--- src/rtl/l1_trigger_ctrl_pkg.sv ---
// Shared widths and readout FSM encoding
// for the L1 trigger control stage.
package l1_trigger_ctrl_pkg;

  localparam int DEF_PTR_W  = 4;
  localparam int DEF_BC_W   = 8;
  localparam int DEF_LV1_W  = 7;
  localparam int DEF_SKIP_W = 8;

  typedef enum logic [1:0] {
    IDLE   = 2'd0,
    SETTLE = 2'd1,
    BUSY   = 2'd2
  } rd_state_e;

endpackage

--- src/rtl/l1_trigger_ctrl_fifo.sv ---
// Header-store pointer bookkeeping: write/read
// pointers, occupancy and registered full/empty.
module l1_ptr_fifo_ctrl
  import l1_trigger_ctrl_pkg::*;
#(
  parameter int PTR_W = DEF_PTR_W
) (
  input  logic             clk,
  input  logic             rst,
  input  logic             accept,
  input  logic             pop,
  output logic [PTR_W-1:0] wr_ptr,
  output logic [PTR_W-1:0] rd_ptr,
  output logic [PTR_W:0]   occupancy,
  output logic             full,
  output logic             empty
);

  localparam logic [PTR_W:0] DEPTH = {1'b1, {PTR_W{1'b0}}};

  logic [PTR_W:0] occ_next;

  // Occupancy moves only when exactly one of accept/pop happens
  always_comb begin
    occ_next = occupancy;
    if (accept && !pop)
      occ_next = occupancy + (PTR_W+1)'(1);
    else if (pop && !accept)
      occ_next = occupancy - (PTR_W+1)'(1);
  end

  // Pointers wrap naturally; flags come from next-state occupancy
  always_ff @(posedge clk or posedge rst) begin
    if (rst) begin
      wr_ptr    <= '0;
      rd_ptr    <= '0;
      occupancy <= '0;
      full      <= 1'b0;
      empty     <= 1'b1;
    end else begin
      wr_ptr    <= wr_ptr + PTR_W'(accept);
      rd_ptr    <= rd_ptr + PTR_W'(pop);
      occupancy <= occ_next;
      full      <= (occ_next == DEPTH);
      empty     <= (occ_next == '0);
    end
  end

endmodule

--- src/rtl/l1_trigger_ctrl.sv ---
// L1 trigger control: bunch/trigger counters,
// header-store pointers and readout handshake.
module l1_trigger_ctrl
  import l1_trigger_ctrl_pkg::*;
#(
  parameter int PTR_W  = DEF_PTR_W,
  parameter int BC_W   = DEF_BC_W,
  parameter int LV1_W  = DEF_LV1_W,
  parameter int SKIP_W = DEF_SKIP_W
) (
  input  logic              Clk,
  input  logic              Reset,
  input  logic              L1,
  input  logic              BCR,
  input  logic              ECR,
  input  logic              ReadDone,
  output logic [BC_W-1:0]   BC,
  output logic [LV1_W-1:0]  LV1Id,
  output logic [PTR_W-1:0]  L1In,
  output logic [PTR_W-1:0]  L1Req,
  output logic              L1_Reg_Full,
  output logic              L1_Reg_Empty,
  output logic [PTR_W:0]    Occupancy,
  output logic              ReadReq,
  output logic [SKIP_W-1:0] Skipped
);

  rd_state_e state;
  rd_state_e state_next;
  logic      accept;
  logic      pop;
  logic      drop;

  // Registered full flag gates both the store write and the counters
  assign accept = L1 && !L1_Reg_Full;
  assign drop   = L1 && L1_Reg_Full;

  // Bunch counter: BCR wins over the free-running increment
  always_ff @(posedge Clk or posedge Reset) begin
    if (Reset)
      BC <= '0;
    else if (BCR)
      BC <= '0;
    else
      BC <= BC + BC_W'(1);
  end

  // Trigger ID: accepted trigger keeps current ID even under ECR
  always_ff @(posedge Clk or posedge Reset) begin
    if (Reset)
      LV1Id <= '0;
    else if (ECR)
      LV1Id <= '0;
    else if (accept)
      LV1Id <= LV1Id + LV1_W'(1);
  end

  // Dropped-trigger count, saturating, cleared by ECR
  always_ff @(posedge Clk or posedge Reset) begin
    if (Reset)
      Skipped <= '0;
    else if (ECR)
      Skipped <= '0;
    else if (drop && (Skipped != '1))
      Skipped <= Skipped + SKIP_W'(1);
  end

  // Readout FSM state register
  always_ff @(posedge Clk or posedge Reset) begin
    if (Reset)
      state <= IDLE;
    else
      state <= state_next;
  end

  // Readout FSM: settle one cycle on L1Req, then request until done
  always_comb begin
    state_next = state;
    ReadReq    = 1'b0;
    pop        = 1'b0;
    unique case (state)
      IDLE: begin
        if (!L1_Reg_Empty)
          state_next = SETTLE;
      end
      SETTLE: begin
        state_next = BUSY;
      end
      BUSY: begin
        ReadReq = 1'b1;
        if (ReadDone) begin
          pop        = 1'b1;
          state_next = IDLE;
        end
      end
      default: begin
        state_next = IDLE;
      end
    endcase
  end

  l1_ptr_fifo_ctrl #(
    .PTR_W (PTR_W)
  ) u_fifo (
    .clk       (Clk),
    .rst       (Reset),
    .accept    (accept),
    .pop       (pop),
    .wr_ptr    (L1In),
    .rd_ptr    (L1Req),
    .occupancy (Occupancy),
    .full      (L1_Reg_Full),
    .empty     (L1_Reg_Empty)
  );

endmodule

--- config.mk ---
export PLATFORM = sky130hd
export DESIGN_NAME = l1_trigger_ctrl
export DESIGN_NICKNAME = d
export VERILOG_FILES = /design/src/rtl/l1_trigger_ctrl_pkg.sv /design/src/rtl/l1_trigger_ctrl_fifo.sv /design/src/rtl/l1_trigger_ctrl.sv
export SDC_FILE = /design/constraint.sdc
export NUM_CORES = 1
export LEC_CHECK = 0
export CAP_MARGIN = 20
export CORE_MARGIN = 2
export CORE_UTILIZATION = 49
export DETAILED_ROUTE_END_ITERATION = 7
export HOLD_SLACK_MARGIN = 0.08
export MAX_ROUTING_LAYER = met4
export PLACE_DENSITY = 0.84
export REMOVE_ABC_BUFFERS = 1
export SYNTH_ARGS = -nofsm -noshare
export SYNTH_HDL_FRONTEND = slang
export SYNTH_SLANG_ARGS = --single-unit
--- constraint.sdc ---
create_clock -name Clk -period 2.4 [get_ports Clk]
set_clock_uncertainty 0.1 [all_clocks]
set_input_delay 0.36 -clock Clk [delete_from_list [all_inputs] [get_ports Clk]]
set_output_delay 0.36 -clock Clk [all_outputs]
set_load 0.005 [all_outputs]
After elaboration in Yosys (flattened, before gate mapping)
Cells that the tools add are included.

cells by class
  add/sub/neg operators = 7
  multipliers = 0
  div/mod/pow operators = 0
  magnitude comparators = 0
  equality and inequality tests = 6
  shift operators = 0
  mux-type cells = 13
  bitwise logic cells = 0
  reductions and logical operators = 13

operators by type and width
  operator             number
  $mux 8               3
  $add 8x1->8 const B  2
  $mux 7               2
  $mux 5               2
  $add 4x1->4          2
  $ne 8x8->1 const B   1
  $add 7x1->7 const B  1
  $pmux 2 s3           1
  $add 5x1->5 const B  1
  $eq 5x5->1 const B   1
  $logic_and 1x1->1    5
  $logic_not 5->1      1
  $sub 5x1->5 const B  1
  $mux 2               2
  $ne 2x2->1 const B   2
  $reduce_bool 2->1    2
  $logic_not 1->1      3
  $mux 1               3
  $eq 2x1->1 const B   1
  $eq 2x2->1 const B   1
  $logic_not 2->1      1
  $reduce_and 2->1     1

word-level totals
  register bits = 40
  bits in latches = 0
  memory bits (writable) = 0
  memory bits (read-only) = 0
  output and inout bits = 39
  logic and storage cells = 48
  memories kept = 0

Longest topological paths before layout
Gate-level depths: netlist (run 1).

  depth after elaboration = 7
  gate-level depth with buffers = 7
  depth with buffers taken out = 7

By module
A second synthesis (run 1) with hierarchy kept.

unflattened totals
  cells, all modules = 183
  area, all modules = 1,986.9 µm²

modules (own cells, without submodules)
  module            instances  cells each  area each (µm²)  seq. area each (µm²)
  l1_trigger_ctrl   1          123         1,244.9          625.6
  l1_ptr_fifo_ctrl  1          60          742.0            376.6

Least setup slack after synthesis (run 1)
OpenSTA, ideal clock, no wires.

  path kind = reg-to-reg
  start point = register Skipped[0]
  end point = register Skipped[7]
  library setup time = 0.132 ns
  arrival = 1.489 ns
  data required time = 2.168 ns
  setup slack = 0.679 ns
  stages on the path, launching flop included = 8
  buffers on the path = 1
  cells stage by stage = dfrtp_1 > ha_1 > and3_1 > clkbuf_1 > a211oi_2 > nand3_1 > xor2_1 > nor2_1

between the ends
  cells in the longest elaborated chain, start to end = 3

RTL lines
  item                                         RTL line                                      RTL
  start, declared                              l1_trigger_ctrl.sv:25                         output logic [SKIP_W-1:0] Skipped
  start signal, assigned                       l1_trigger_ctrl.sv:65                         Skipped <= Skipped + SKIP_W'(1);
  $add 8x1->8 or $ne 8x8->1 (tied branches)    l1_trigger_ctrl.sv:65, l1_trigger_ctrl.sv:64
  $mux 8 or $logic_and 1x1->1 (tied branches)  l1_trigger_ctrl.sv:64                         else if (drop && (Skipped != '1))
  $mux 8 or $reduce_bool 2->1 (tied branches)  --

Several ways; a longest one is shown, not always the timed one. The select of a mux whose other input is x is not followed.
A chain may end at the register's enable or synchronous reset.

Worst setup path after layout (run 1)
  start point = input port L1
  end point = register u_fifo.empty

between the ends
  cells in the longest elaborated chain, start to end = 6

RTL lines
  item                    RTL line                    RTL
  start, declared         l1_trigger_ctrl.sv:13       input logic L1,
  $logic_and 1x1->1 *     l1_trigger_ctrl.sv:35       assign accept = L1 && !L1_Reg_Full;
  $logic_not 1->1         l1_trigger_ctrl_fifo.sv:28  else if (pop && !accept)
  $logic_and 1x1->1       l1_trigger_ctrl_fifo.sv:28
  $mux 5                  l1_trigger_ctrl_fifo.sv:28
  $mux 5 *                l1_trigger_ctrl_fifo.sv:26  if (accept && !pop)
  net u_fifo.occ_next[4]  l1_trigger_ctrl_fifo.sv:21  logic [PTR_W:0] occ_next;
  $logic_not 5->1 *       l1_trigger_ctrl_fifo.sv:45  empty <= (occ_next == '0);
  end signal, assigned    l1_trigger_ctrl_fifo.sv:45
  end, declared           l1_trigger_ctrl_fifo.sv:16  output logic empty

Mark *: on every way through the listed nets, which the timed path passes. The rest lies on a longest branch.

==> results_dict.tcl, run 1 <==
set metrics [dict create \
    overflow 0 \
    min_cycle_time_layout_ps 1860 \
    yosys.area.top_type_share_pct 52.0 \
    sequential_cell_area_mm2 0.00100 \
    instance_count_of_the_mapped_netlist 167 \
    yosysWarningCount 0 \
    clock_sinks 40 \
    design.final.nets 231 \
    antenna_found_initial 0 \
    synth_area_mm2 0.00188 \
    timing_worst_slew_pin_value_ps 557 \
    pwr-share-clk_pct 25.9 \
    finalNonFillerCells 265 \
    remaining_drc_errors 0 \
    synth_top_cells_by_area "sky130_fd_sc_hd__dfrtp_1, sky130_fd_sc_hd__xor2_1, sky130_fd_sc_hd__ha_1" \
    timing.max_cap.violations 0 \
    placedCellCount 257 \
    route.vias.total 1357 \
    critPathLaunchType "input port" \
    crit_path_cell_trace "clkdlybuf4s50_1, nand2b_4, inv_6, nand3_1, o22ai_1, xnor2_1, inv_1, nor4_1" \
    number_of_drc_markers_after_the_initial_detailed_route_iteration 88 \
    hold_violations 0 \
    floorplan_die_height_um 65.9 \
    setup_repair_after_global_routing_missed_its_margin "false" \
    pwr_density_cell_mw_per_mm2 918 \
    dieWidth_um 65.9 \
    clock.fmax_mhz 537 \
    whs_ps 376 \
    fin_worst_setup_slack_ps 538 \
    antenna-diode-count 0 \
    placed_area_mm2 0.00237 \
    detailed_place_hpwl_um 2530 \
    netSwitchingFraction_pct 29.0 \
    cts-buffers-inserted 5 \
    worst_hold_path_type "reg2reg" \
    n_fill_cell 283 \
    place_ws_ps 245 \
    routed_wirelength_um 3460 \
    final_max_slew_viol_count 0 \
    synth_area_per_cell_um2 11.2 \
    synthToLayoutAreaGrowth_pct 33.2 \
    timing.max_slew.rel_slack_pct 62.8 \
    intPower_mw 1.63 \
    type_of_element_capturing_the_critical_path "flip-flop" \
    worst_setup_hold_path_clk_slew_ps 70 \
    track_usage_pct 19.4 \
    gp_congestion 0.765 \
    first_pass_iters 4 \
    antenna_left 0 \
    final_layout_size_suffix_gt1_share_pct 10.6 \
    detail_route.wl_per_cell_um 13.0 \
    timing.final.setup_violations 0 \
    worst_path_dominant_cell_family "buffers and inverters" \
    rows 22 \
    worst_path_max_delay_cell "sky130_fd_sc_hd__clkdlybuf4s50_1" \
    ys_seq_area_share_pct 53.4 \
    synth_top_area_cell "sky130_fd_sc_hd__dfrtp_1" \
    combinationalPowerShare_pct 30.8 \
    net-switching-power_mw 0.666 \
    synth_seq_cells 40 \
    port_buffers 44 \
    worst_ep_required_time_ps 2490 \
    layout.core_utilization_pct 68.3 \
    post_cts_hold_buffer_count 0 \
    cts.repair.resized 0 \
    first_global_vias 1343 \
    clk-insertion-delay-late_ps 290 \
    totalPowerFinal_mw 2.30 \
    cts-root-buf "sky130_fd_sc_hd__clkbuf_8" \
    status "finished clean" \
    arrival_time_at_the_worst_endpoint_ps 1950 \
    post_cts_buffers 0 \
    cts_htree_levels 2 \
    worst-setup-path-type "in2reg" \
    grt_start_max_net_pins 41 \
    path_max_fanout 8 \
    crit_path_max_incr_delay_ps 570 \
    critical_path.n_buffers_inverters 3 \
    finalCritPeriodShare_pct 77.6 \
    power_leakage_nw 1.11 \
    post_route_cell_area_mm2 0.00250 \
    start_util_pct 51.3 \
    route.detailed.vias_per_inst 5.12 \
    grt_first_pass_wirelength_um 6190 \
    floorplan.die_area_mm2 0.00434 \
    synth.lib_cells_used.distinct 37 \
    setup_total_negative_slack_ps 0 \
    cts_tree "yes" \
    vdd.ir_drop.worst_mv 0.589 \
    sequentialPowerShare_pct 43.3 \
    max-clock-path-buffers 2 \
    ios 45 \
    multiInputGateArea_um2 825 \
    core_mm2 0.00366 \
]
-- per-layer routing --
layer	vias to the layer above	wire (um)	global-route usage, %
met1	654	1560	24.1
met4	0	49	7.03
met3	7	153	4.60
met5	-	0	-
li1	667	-	-
met2	29	1700	30.9
-- path summary, 6_finish.rpt --
| check | depth (start not counted) | slack (ps) | start | endpoint |
|---|---|---|---|---|
| worst max register to register | 6 | 630 | Skipped[0] | Skipped[3] |
| worst min register to register | 1 | 380 | u_fifo.rd_ptr[3] | u_fifo.rd_ptr[3] |
| worst min-delay path | 1 | 380 | u_fifo.rd_ptr[3] | u_fifo.rd_ptr[3] |
| min in group asynchronous | 3 | 390 | Reset | BC[2] |
| worst max-delay path | 8 | 540 | L1 | u_fifo.empty |
| max in group asynchronous | 3 | 1430 | Reset | u_fifo.empty |
-- power groups by stage --
stage                     Sequential [mW]  Clock, mW  Combinational (mW)
after global routing                 1.02      0.634               0.790
after CTS                           0.996      0.604               0.723
after floorplan                     0.992          0               0.354
after global placement               1.01          0               0.696
final                               0.993      0.594               0.708
after detailed placement             1.01          0               0.719
-- cells in the mapped netlist (all sizes together) --
library cell	n
a22oi	1
nor2	24
a21oi	4
and4	1
nor4b	1
nor2b	3
nand2	8
o22ai	1
or2	1
dfstp	1
mux2i	1
o31ai	1
o211ai	1
xor2	13
a31oi	2
nand3	11
dfrtp	39
o21ai	1
nor3	3
inv	9
nand3b	1
nand2b	1
or3	1
mux2	2
clkbuf	3
xnor2	11
nand4	3
a211oi	1
nor4	3
a311oi	1
and3	5
ha	9
-- cell usage in the layout, fill, tap and decap left out, types with 7 or more instances in the layout --
master / instances
sky130_fd_sc_hd__clkbuf_8: 7
sky130_fd_sc_hd__clkdlybuf4s50_1: 44
sky130_fd_sc_hd__dfrtp_1: 39
sky130_fd_sc_hd__ha_1: 9
sky130_fd_sc_hd__inv_1: 7
sky130_fd_sc_hd__nand2_1: 8
sky130_fd_sc_hd__nand3_1: 11
sky130_fd_sc_hd__nor2_1: 22
sky130_fd_sc_hd__xnor2_1: 11
sky130_fd_sc_hd__xor2_1: 13
-- layout make-up --
type	count	area share [%]
sequential	40	40.1
multi-input combinational	115	33.0
timing repair buffer	45	17.9
clock buffer	7	3.85
tap	48	2.40
inverter	9	1.55
clock inverter	1	1.20
-- registers in the layout, indices dropped and copies added, names as in the netlist --
name,cells
u_fifo.occupancy,5
u_fifo.wr_ptr,4
u_fifo.full,1
BC,8
u_fifo.empty,1
u_fifo.rd_ptr,4
Skipped,8
state,2
LV1Id,7
-- kinds of logic (layout without fill, tap and decap cells) --
group	after synthesis	count (layout)	synth area share, %
muxes	3	3	1.73
DFF	40	40	53.4
and+or+nand+nor	66	66	18.8
xor gates and xnor gates	24	24	11.2
AOI/OAI and AO/OA	13	13	6.20
adders and majority gates	9	9	6.00
buffers and inverters	12	62	2.67
(Power assumes the default switching activity.)
==> run 2, diff against run 1 <==
CORE_UTILIZATION = 44   (was 49)
PLACE_DENSITY = 0.8   (was 0.84)
clock period = 1.65 ns   (was 2.4 ns; I/O delays follow)
==> run 2 against run 1 <==
Against the previous run:
- flip-flop and latch count did not move
- die area rose by 11%
- clock power rose by 6.1%
- core utilization rose by 0.11 points
- routed wire length rose by 16%
- sequential share of layout area fell by 3.9 points
- cell count rose by 9.8%
- power rose by 58%
- sequential power rose by 44%
- combinational power rose by 120%
- critical path depth fell by 2
- critical path type is now reg2reg
- largest cell class unchanged
- highest routed layer unchanged
==> results_dict.tcl, run 2 (synthesis gave the netlist of run 1 again) <==
set metrics [dict create \
    route.detailed.vias_per_inst 5.03 \
    rows 23 \
    final_layout_size_suffix_gt1_share_pct 24.1 \
    reg2reg_depth 6 \
    antenna-diode-count 0 \
    max-clock-path-buffers 2 \
    gp_congestion 0.794 \
    core_mm2 0.00406 \
    timing.rr.start "u_fifo.occupancy[0]" \
    clock.fmax_mhz 611 \
    timing.final.setup_violations 0 \
    setup.worst_path.start "u_fifo.occupancy[0]" \
    overflow 0 \
    worst-setup-path-type "reg2reg" \
    design.final.nets 255 \
    totalPowerFinal_mw 3.62 \
    synthToLayoutAreaGrowth_pct 47.9 \
    pwr_density_cell_mw_per_mm2 1300 \
    timing.max_cap.violations 0 \
    route.vias.total 1464 \
    worst_hold_path_type "in2async" \
    cts_htree_levels 2 \
    layout_commonest_cell "sky130_fd_sc_hd__dfrtp_1" \
    finalCritPeriodShare_pct 99.2 \
    detail_route.wl_per_cell_um 13.8 \
    layout.core_utilization_pct 68.4 \
    dieWidth_um 69.3 \
    place_ws_ps -352 \
    ios 45 \
    arrival_time_at_the_worst_endpoint_ps 1740 \
    antenna_found_initial 0 \
    timing.max_slew.rel_slack_pct 74.3 \
    cts_tree "yes" \
    first_global_vias 1465 \
    hold_violations 0 \
    antenna_left 0 \
    grt_first_pass_wirelength_um 6480 \
    cts-root-buf "sky130_fd_sc_hd__clkbuf_8" \
    start_util_pct 46.3 \
    critPathLaunchType "flip-flop" \
    floorplan.die_area_mm2 0.00480 \
    first_pass_iters 4 \
    setup_repair_after_global_routing_missed_its_margin "true" \
    type_of_element_capturing_the_critical_path "flip-flop" \
    track_usage_pct 17.3 \
    detailed_place_hpwl_um 2720 \
    reg2reg_to "u_fifo.empty" \
    min_cycle_time_layout_ps 1640 \
    fin_worst_setup_slack_ps 13.8 \
    floorplan_die_height_um 69.3 \
    layout.cells.most_common_list "sky130_fd_sc_hd__dfrtp_1, sky130_fd_sc_hd__clkdlybuf4s50_1, sky130_fd_sc_hd__nor2_1" \
    path_max_fanout 4 \
    port_buffers 44 \
    routed_wirelength_um 4030 \
    clk-insertion-delay-late_ps 290 \
    remaining_drc_errors 0 \
    worst_setup_hold_path_clk_slew_ps 80 \
    cts-buffers-inserted 5 \
    timing_worst_slew_pin_value_ps 383 \
    largestRegisters "BC (8), Skipped (8), LV1Id (7)" \
    clock_sinks 40 \
    status "finished clean" \
    worst-r2r-setup-slack_ps 10 \
    vdd.ir_drop.worst_mv 0.959 \
    power_leakage_nw 1.29 \
    grt_start_max_net_pins 41 \
    number_of_drc_markers_after_the_initial_detailed_route_iteration 111 \
    final_max_slew_viol_count 0 \
    worst_ep_required_time_ps 1760 \
]
-- run 2: changes by cell type in the layout (fill, tap and decap cells not counted), moves of 3 or more --
| cell | before | now |
|---|---|---|
| sky130_fd_sc_hd__buf_4 | 1 | 19 |
| sky130_fd_sc_hd__clkdlybuf4s50_1 | 44 | 36 |
| sky130_fd_sc_hd__dlygate4sd2_1 | 0 | 5 |
| sky130_fd_sc_hd__buf_6 | 0 | 4 |
| sky130_fd_sc_hd__dlymetal6s2s_1 | 0 | 3 |
| sky130_fd_sc_hd__nor4_1 | 3 | 0 |
-- run 2: worst max-delay path, stage by stage (launching register included) --
cell and delay [ps]:
sky130_fd_sc_hd__dfrtp_1 420, sky130_fd_sc_hd__buf_4 150, sky130_fd_sc_hd__buf_6 110, sky130_fd_sc_hd__buf_4 150, sky130_fd_sc_hd__nor4_4 320, sky130_fd_sc_hd__a21oi_4 70, sky130_fd_sc_hd__nor4_2 220
-- run 2: stage by stage --
step / hold slack (ps) / instances / cell area (um^2) / TNS [ps]
after global placement: 359 / 277 / 2540 / -2160
final: 205 / 291 / 2780 / 0
after global routing: 242 / 291 / 2780 / -168
after detailed placement: 368 / 277 / 2540 / -3230
after CTS: 210 / 289 / 2660 / 0
after floorplan: 211 / 164 / 1870 / 0
-- run 2: final cells by class --
| class | count | area (um^2) |
|---|---|---|
| Sequential cell | 40 | 1000 |
| Timing Repair Buffer | 69 | 669 |
| Fill cell | 308 | 1280 |
| Clock inverter | 1 | 5.00 |
| Multi-Input combinational cell | 115 | 918 |
| Clock buffer | 7 | 76.3 |
| Inverter | 9 | 38.8 |
| Tap cell | 50 | 62.6 |
-- run 2: worst max path at each step --
stage	to	slack, ps
6_report	u_fifo.empty	10
5_1_grt	u_fifo.empty	-70
4_1_cts	u_fifo.empty	7
3_5_place_dp	u_fifo.empty	-350
3_3_place_gp	u_fifo.empty	-250
2_1_floorplan	Skipped[7]	30
-- run 2: report_power, final --
part           switching [mW]  internal (mW)  total, mW
clock network           0.334          0.297      0.630
logic                   0.629          0.931       1.56
registers               0.215           1.21       1.43
-- run 2: routing by layer --
| layer | track usage, % | part of all wire [%] |
|---|---|---|
| met4 | 5.45 | 1.3 |
| met5 | - | 0 |
| met1 | 21.2 | 44 |
| met3 | 5.96 | 5.0 |
| met2 | 27.1 | 50 |
-- run 2: repair_timing --
item                       4_1_cts  5_1_grt
pin swaps                        0        6
gates resized for setup          9       20
hold buffers                     0        0
setup endpoints to repair        5       11
buffers inserted                 4        2
cloned                           0        0
